## config.mk

```make
export PLATFORM = sky130hd
export DESIGN_NAME = processor_scheduler
export DESIGN_NICKNAME = d
export VERILOG_FILES = /design/src/rtl/processor_scheduler.sv
export SDC_FILE = /design/constraint.sdc
export NUM_CORES = 1
export LEC_CHECK = 0
export BUFFER_PORTS_ARGS = -buffer_cell sky130_fd_sc_hd__buf_4
export CORE_ASPECT_RATIO = 0.8
export CORE_MARGIN = 2
export CORE_UTILIZATION = 55
export CTS_BUF_LIST = sky130_fd_sc_hd__clkbuf_8 sky130_fd_sc_hd__clkbuf_16
export CTS_CLUSTER_DIAMETER = 60
export DETAILED_ROUTE_END_ITERATION = 12
export PLACE_DENSITY = 0.78
export SYNTH_ARGS = -nofsm -noshare
export SYNTH_HDL_FRONTEND = slang
export SYNTH_SLANG_ARGS = --single-unit
```

## constraint.sdc

```tcl
create_clock -name clk_i -period 7.2 [get_ports clk_i]
set_clock_uncertainty 0.1 [all_clocks]
set_input_delay 0.72 -clock clk_i [delete_from_list [all_inputs] [get_ports clk_i]]
set_output_delay 0.72 -clock clk_i [all_outputs]
set_load 0.01 [all_outputs]
```

## src/rtl/processor_scheduler.sv

```systemverilog
// Row-processor sequencer: clears the array, feeds operands in lock-step, waits out
// the MAC latency and unloads results, repeating in passes of N_PROC rows.

package Definitions;
    typedef struct packed {
        logic       rst_processor;
        logic       push_result;
        logic       pop_a_v;
        logic [3:0] processor_number;
    } PROCESSORS_CONTROL_SIGNALS;
endpackage

// state | meaning
// IDLE  | waiting for start
// CLEAR | broadcast processor reset for the coming pass
// FEED  | pop one matrix column / vector element per unstalled cycle
// DRAIN | down-count MAC_LATENCY cycles until accumulators settle
// PUSH  | unload active processors 0..active-1 into the result FIFO
// DONE  | one-cycle completion pulse
module processor_scheduler #(
    parameter int N_PROC      = 4,
    parameter int MAC_LATENCY = 2
) (
    input  logic                                  clk_i,
    input  logic                                  rst_ni,
    input  logic                                  start_i,
    input  logic [3:0]                            dim_i,
    input  logic [N_PROC-1:0]                     a_fifo_empty_i,
    input  logic                                  v_fifo_empty_i,
    input  logic                                  result_full_i,
    output Definitions::PROCESSORS_CONTROL_SIGNALS ctrl_o,
    output logic [3:0]                            row_base_o,
    output logic                                  busy_o,
    output logic                                  done_o
);

    typedef enum logic [2:0] {
        S_IDLE, S_CLEAR, S_FEED, S_DRAIN, S_PUSH, S_DONE
    } state_t;

    localparam logic [3:0] NP         = 4'(N_PROC);
    localparam logic [2:0] DRAIN_LOAD = 3'((MAC_LATENCY > 0) ? MAC_LATENCY - 1 : 0);

    state_t      state_q, state_d;
    logic [3:0]  dim_q, dim_d;
    logic [3:0]  pass_q, pass_d;
    logic [3:0]  col_q, col_d;
    logic [3:0]  p_q, p_d;
    logic [2:0]  drain_q, drain_d;

    logic [3:0]        row_base;
    logic [4:0]        rows_left;
    logic [4:0]        active;
    logic              last_pass;
    logic [N_PROC-1:0] act_mask;
    logic              operands_ok;
    logic              pop;
    logic              push;

    // Rows still to process decide both the active width and whether this is the final pass.
    always_comb begin
        row_base  = pass_q * NP;
        rows_left = {1'b0, dim_q} - {1'b0, row_base};
        last_pass = (rows_left <= {1'b0, NP});
        active    = last_pass ? rows_left : {1'b0, NP};
        act_mask  = '0;
        for (int i = 0; i < N_PROC; i++) begin
            act_mask[i] = (5'(i) < active);
        end
        operands_ok = !v_fifo_empty_i && ((a_fifo_empty_i & act_mask) == '0);
        pop         = (state_q == S_FEED) && operands_ok;
        push        = (state_q == S_PUSH) && !result_full_i;
    end

    always_ff @(posedge clk_i or negedge rst_ni) begin
        if (!rst_ni) begin
            state_q <= S_IDLE;
            dim_q   <= '0;
            pass_q  <= '0;
            col_q   <= '0;
            p_q     <= '0;
            drain_q <= '0;
        end else begin
            state_q <= state_d;
            dim_q   <= dim_d;
            pass_q  <= pass_d;
            col_q   <= col_d;
            p_q     <= p_d;
            drain_q <= drain_d;
        end
    end

    always_comb begin
        state_d = state_q;
        dim_d   = dim_q;
        pass_d  = pass_q;
        col_d   = col_q;
        p_d     = p_q;
        drain_d = drain_q;
        case (state_q)
            S_IDLE: begin
                if (start_i) begin
                    if (dim_i != 4'd0) begin
                        dim_d   = dim_i;
                        pass_d  = '0;
                        state_d = S_CLEAR;
                    end else begin
                        state_d = S_DONE;
                    end
                end
            end
            S_CLEAR: begin
                col_d   = '0;
                p_d     = '0;
                state_d = S_FEED;
            end
            S_FEED: begin
                if (pop) begin
                    col_d = col_q + 4'd1;
                    if (col_q == dim_q - 4'd1) begin
                        if (MAC_LATENCY == 0) begin
                            state_d = S_PUSH;
                        end else begin
                            drain_d = DRAIN_LOAD;
                            state_d = S_DRAIN;
                        end
                    end
                end
            end
            S_DRAIN: begin
                if (drain_q == 3'd0) state_d = S_PUSH;
                else                 drain_d = drain_q - 3'd1;
            end
            S_PUSH: begin
                if (push) begin
                    if ({1'b0, p_q} + 5'd1 == active) begin
                        if (last_pass) begin
                            state_d = S_DONE;
                        end else begin
                            pass_d  = pass_q + 4'd1;
                            state_d = S_CLEAR;
                        end
                    end else begin
                        p_d = p_q + 4'd1;
                    end
                end
            end
            S_DONE: begin
                pass_d  = '0;
                state_d = S_IDLE;
            end
            default: state_d = S_IDLE;
        endcase
    end

    always_comb begin
        ctrl_o = '0;
        case (state_q)
            S_CLEAR: begin
                ctrl_o.rst_processor    = 1'b1;
                ctrl_o.processor_number = 4'hF;
            end
            S_FEED: ctrl_o.pop_a_v = pop;
            S_PUSH: begin
                ctrl_o.push_result      = push;
                ctrl_o.processor_number = p_q;
            end
            default: ;
        endcase
        row_base_o = row_base;
        busy_o     = (state_q != S_IDLE);
        done_o     = (state_q == S_DONE);
    end

endmodule
```

==> results of run 1 <==
## cell families (layout without fill, tap and decap cells)
group	Yosys count	count (layout)	share of synthesized area (%)
multiplexers	4	4	2.885
AO/OA/AOI/OAI	48	48	23.00
XOR/XNOR	13	13	7.502
AND/OR/NAND/NOR	52	52	19.21
other	1	2	0.2471
flip-flops	20	20	32.98
adder cells (fa/ha/maj)	8	8	7.090
buffers and inverters	21	39	7.089
## sequential cells by signal, summed over array words and instances (netlist names)
signal and count:
col_q 4, dim_q 4, drain_q 3, pass_q 2
p_q 4, state_q 3
## area by class of cell
cell class	instances	area, um2	share of cell area (%)
repair buffers	23	172.7	10.01
multi-input cells	127	913.4	52.98
clock buffers	3	41.29	2.395
flip-flops and latches	20	500.5	29.03
well taps	38	47.55	2.758
inverters	13	48.80	2.830
## how the worst max path moves through the flow
| stage | startpoint | to | depth (start not counted) | slack, ps |
|---|---|---|---|---|
| final | dim_q[2]$_DFFE_PN0P_ | ctrl_o[4] | 7 | 4060 |
| after global routing | pass_q[0]$_DFFE_PN0P_ | ctrl_o[4] | 6 | 3990 |
| after CTS | dim_q[2]$_DFFE_PN0P_ | ctrl_o[4] | 7 | 4090 |
| after detailed placement | pass_q[0]$_DFFE_PN0P_ | pass_q[0]$_DFFE_PN0P_ | 8 | 4300 |
| after global placement | a_fifo_empty_i[0] | ctrl_o[4] | 5 | 4330 |
| after floorplan | pass_q[0]$_DFFE_PN0P_ | pass_q[0]$_DFFE_PN0P_ | 8 | 4540 |
## per-layer routing
metal	wire, um	track usage, %	vias to the layer above
met5	0	0	-
met4	34	7.037	0
met3	154	4.185	4
met2	1635	38.17	41
met1	1586	31.05	639
li1	-	-	635
## cells in the final DEF (no fill, tap or decap), types with 6 or more instances in the layout
cell type,Yosys,final
a21o_1,8,8
a21oi_1,6,6
buf_4,2,23
dfrtp_1,20,20
ha_1,7,7
inv_1,13,13
nand2_1,16,16
nor2_1,11,11
nor3_1,6,6
o21ai_0,11,11
xnor2_1,10,10
## stage by stage
step                      hold WS, ps  instances  utilization [%]  area (um2)  power (mW)
after floorplan                 324.4        168                -        1521      0.5303
after global placement          362.2        221            62.30        1683      0.6122
after detailed placement        374.8        221            62.30        1683      0.6302
after CTS                       238.4        224            63.83        1724      0.7051
after global routing            241.6        224            63.83        1724      0.7621
final                           236.2        224            63.83        1724      0.7040
## cells in the mapped netlist (6+ instances only)
library cell   n
ha_1           7
dfrtp_1       20
xnor2_1       10
nand2_1       16
nor2_1        11
o21ai_0       11
a21oi_1        6
a21o_1         8
inv_1         13
nor3_1         6
## worst max-delay path, cell delays in order (launching register included)
cell      delay, ps
dfrtp_1         380
inv_1            70
ha_1            190
fa_1            440
nand4b_1        250
a21o_1          230
a211oi_4        310
buf_4           190
## power by group
group | switching, mW | internal (mW) | total [mW]
Sequential | 0.0526 | 0.147 | 0.200
Clock | 0.0337 | 0.0372 | 0.0709
Combinational | 0.249 | 0.184 | 0.433
Total | 0.336 | 0.368 | 0.704
==> out/qor.txt, run 1 <==
Die Span X -> 62.73 um
Warnings, synthesis -> 0
Post-synth top area share -> 32.98%
Iteration count of the initial detailed-routing pass -> 4
Initial antenna violation count -> 0
Detailed placer's ending HPWL -> 2690 um
Pwr per Cell Area -> 408.3 nW/um2
Max frequency -> 318.6 MHz
Initial Utilization -> 56.18%
Pin count of the biggest net entering global routing -> 21
Leak -> 0.8181 nW
Reg-to-reg startpoint -> dim_q[2]$_DFFE_PN0P_
Post-synth EDFFs -> 0
Worst-path maximum fanout -> 6
CTS max path bufs -> 2
Routability cong. -> 0.8639
Final Hold Vio Count -> 0
Skew-Pair Late Insertion Delay -> 250 ps
Final number of setup-violating endpoints -> 0
Worst-path clk slew -> 70 ps
Top FF cell, synth -> dfrtp_1
Mapped cell area -> 1518 um2
Kind of critical path -> reg -> out
Reg2Reg Depth -> 9
Max IR drop VDD -> 0.0001973 V
RR Endpoint -> pass_q[0]$_DFFE_PN0P_
Vias in the first global route -> 1253
First DRT Iteration DRCs -> 57
Via density -> 5.888
Worst Path Arrival -> 2320 ps
Setup TNS -> 0 ps
Slack of the worst reg-to-reg path -> 4280 ps
Via count -> 1319
Distinct cell type count after synthesis -> 53
Area contributors post-synth -> dfrtp_1 (33%), ha_1 (5.8%), xnor2_1 (5.8%), a21o_1 (4.0%), nand2_1 (4.0%)
Input/output buffers -> 23
Sequential fraction of the synthesis area -> 32.98%
Hold Path Class -> in -> async
CTS tree -> done
WL/cell -> 15.22 um
Clock sink total -> 20
Post-route minimum period -> 3139 ps
Remaining DRCs -> 0
Synth Register Bits -> 20
Required @ worst endpoint -> 6380 ps
Max-slew violations -> 0
Die height -> 50.99 um
Post-CTS Setup Repair Bufs -> 0
Global router's overall resource usage -> 23.04%
Die Area -> 3198 um2
GRT Residual Overflow -> 0
Pre-CTS setup slack -> 4297 ps
Share of cells above drive strength 1 -> 19.89%
H-tree depth -> 1
Status -> finished, final reports clean
Clock root cell -> clkbuf_8
Antenna diode count -> 0
Worst setup margin -> 4061 ps
CTS buffer count -> 3
Core area -> 2701 um2
Layout area overhead -> 13.60%
Antenna viol nets, final -> 0
CP Capture Type -> output port
Synth Area per Inst -> 9.088 um2
Async S/R FF share, synth -> 100.0%
Cell count after synthesis -> 167
Worst setup SP type -> flop
Final nets -> 209
Yosys top cell by area -> dfrtp_1
RSZ-0062 raised after global routing -> false
Fin crit share -> 43.60%
FILL cells -> 258
Post-CTS sizing -> 0
Slew HR -> 47.06%
Global-route wire length before repair -> 5775 um
Ports -> 26
Rows -> 17
Max_cap viols -> 0
# hold bufs at CTS -> 0
Drt total wl -> 3409 um
Worst slew pin tran -> 788.1 ps
Note: power is estimated with default switching activity, not from simulation.
==> run 2, diff against run 1 <==
Settings changed: CORE_UTILIZATION 55 to 50, PLACE_DENSITY 0.78 to 0.75.
Clock period 7.2 ns to 2.8 ns, I/O delays scaled along.
==> out/qor.txt, run 2 (synthesized netlist as in run 1, its figures left out) <==
Antenna diode count -> 0
Global router's overall resource usage -> 23.28%
Hold_sp -> dim_i[3]
Die Span X -> 65.60 um
Overall Power -> 2.006 mW
Slack of the worst reg-to-reg path -> 40 ps
Detailed placer's ending HPWL -> 2770 um
Pwr per Cell Area -> 1090 nW/um2
FILL cells -> 234
H-tree depth -> 1
Slowest stage delay, CP -> 560 ps
Vias in the first global route -> 1290
Max_cap viols -> 0
Leak -> 0.8623 nW
Input/output buffers -> 23
Rows -> 17
Worst-path clk slew -> 80 ps
Slew HR -> 43.93%
CTS buffer count -> 3
Final number of setup-violating endpoints -> 0
Design Area, Final -> 1841 um2
Die height -> 53.28 um
RSZ-0062 raised after global routing -> true
Clock sink total -> 20
Clock root cell -> clkbuf_8
Routability cong. -> 0.8414
Global-route wire length before repair -> 6078 um
Max frequency -> 361.9 MHz
Crit path max-delay cell type -> fa_2
Crit-path cells -> inv_2 -> ha_4 -> fa_2 -> nand3b_1 -> xor2_1 -> xnor2_1 -> a31oi_4 -> nor3_2 -> mux2_1
Buffers and inverters on the worst path -> 1
Ports -> 26
WL/cell -> 16.76 um
Largest registers -> col_q: 4 flops, dim_q: 4 flops, p_q: 4 flops
Hold_ws -> 126.0 ps
Hold Path Class -> in -> reg
RR Endpoint -> pass_q[0]$_DFFE_PN0P_
GRT Residual Overflow -> 0
Drt total wl -> 3872 um
Max-slew violations -> 0
Reg-to-reg startpoint -> dim_q[2]$_DFFE_PN0P_
Layout area overhead -> 21.27%
Fin crit share -> 98.69%
Area occupied by multi-input gates -> 974.7 um2
Post-route minimum period -> 2763 ps
Worst slew pin tran -> 832.3 ps
CTS tree -> done
Worst-path maximum fanout -> 6
Skew-Pair Late Insertion Delay -> 270 ps
Worst setup margin -> 36.73 ps
Status -> finished, final reports clean
Initial Utilization -> 53.65%
Final Hold Vio Count -> 0
Sequential cell area -> 500.5 um2
Pre-CTS setup slack -> 32.80 ps
CTS max path bufs -> 2
Worst Path Arrival -> 2820 ps
Hold EP -> dim_q[3]$_DFFE_PN0P_
Pin count of the biggest net entering global routing -> 21
Hold Path Depth -> 3
CP top delay family -> adder cells
Final nets -> 216
Worst setup SP type -> flop
Most frequent cells in the layout -> buf_4 (29), dfrtp_1 (20), nand2_1 (16), inv_1 (12)
Antenna viol nets, final -> 0
Commonest non-fill, non-tap cell in the layout -> buf_4
Share of cells above drive strength 1 -> 25.39%
Placed cell area -> 1705 um2
Via density -> 5.983
Kind of critical path -> reg -> reg
Iteration count of the initial detailed-routing pass -> 4
Initial antenna violation count -> 0
Required @ worst endpoint -> 2860 ps
CP Capture Type -> flop
First DRT Iteration DRCs -> 82
Reg2Reg Depth -> 9
Max IR drop VDD -> 0.0006930 V
Core area -> 2829 um2
Die Area -> 3495 um2
Via count -> 1382
Remaining DRCs -> 0
==> run 2: changes by cell type in the layout (fill, tap and decap cells not counted), sizes merged <==
cell         previous run  this run
buf                    23        29
dlygate4sd3             0         1
==> run 2: power breakdown <==
group	total, mW	internal (mW)	switching, mW
sequential	0.510	0.378	0.132
combinational	1.29	0.566	0.728
clock	0.202	0.0964	0.105
total	2.01	1.04	0.966
==> run 2: per-layer routing <==
layer / track usage, % / vias to the layer above / routed length [um]
met5: 0 / - / 0
met3: 6.809 / 8 / 281
met1: 30.41 / 672 / 1824
met2: 37.41 / 55 / 1708
met4: 6.944 / 0 / 57
li1: - / 647 / -
==> run 2: final cells by class <==
class / instances / share of cell area, %
repair buffers: 30 / 12.37
clock buffers: 3 / 2.243
multi-input cells: 127 / 52.96
inverters: 13 / 2.651
well taps: 38 / 2.583
flip-flops and latches: 20 / 27.19
==> run 2: worst max path at each step <==
| stage | startpoint | end | slack, ps | depth (start not counted) |
|---|---|---|---|---|
| 2_1_floorplan | pass_q[0]$_DFFE_PN0P_ | pass_q[0]$_DFFE_PN0P_ | 140 | 8 |
| 3_3_place_gp | pass_q[0]$_DFFE_PN0P_ | pass_q[0]$_DFFE_PN0P_ | 130 | 8 |
| 3_5_place_dp | pass_q[0]$_DFFE_PN0P_ | pass_q[0]$_DFFE_PN0P_ | 30 | 8 |
| 4_1_cts | pass_q[0]$_DFFE_PN0P_ | pass_q[0]$_DFFE_PN0P_ | 10 | 8 |
| 5_1_grt | dim_q[2]$_DFFE_PN0P_ | pass_q[0]$_DFFE_PN0P_ | -110 | 9 |
| 6_report | dim_q[2]$_DFFE_PN0P_ | pass_q[0]$_DFFE_PN0P_ | 40 | 9 |
==> run 2: what timing repair did <==
item	in CTS	in global routing
gates resized for setup	0	9
endpoints found under the hold margin	20	0
hold buffers	1	0
setup buffers	0	3
endpoints found under the setup margin	0	7
==> run 2: through the flow <==
| stage | setup TNS [ps] | util [%] | instances |
|---|---|---|---|
| CTS | 0 | 62.10 | 228 |
| detailed placement | 0 | 60.28 | 224 |
| finish | 0 | 65.06 | 231 |
| global route | -231.6 | 65.06 | 231 |
| floorplan | 0 | - | 168 |
| global placement | 0 | 60.28 | 224 |
==> run 2: worst register-to-register path, stage by stage, from the launching register on <==
cell,delay (ps)
dfrtp_1,390
inv_2,70
ha_4,160
fa_2,560
nand3b_1,140
xor2_1,220
xnor2_1,190
a31oi_4,180
nor3_2,290
mux2_1,350
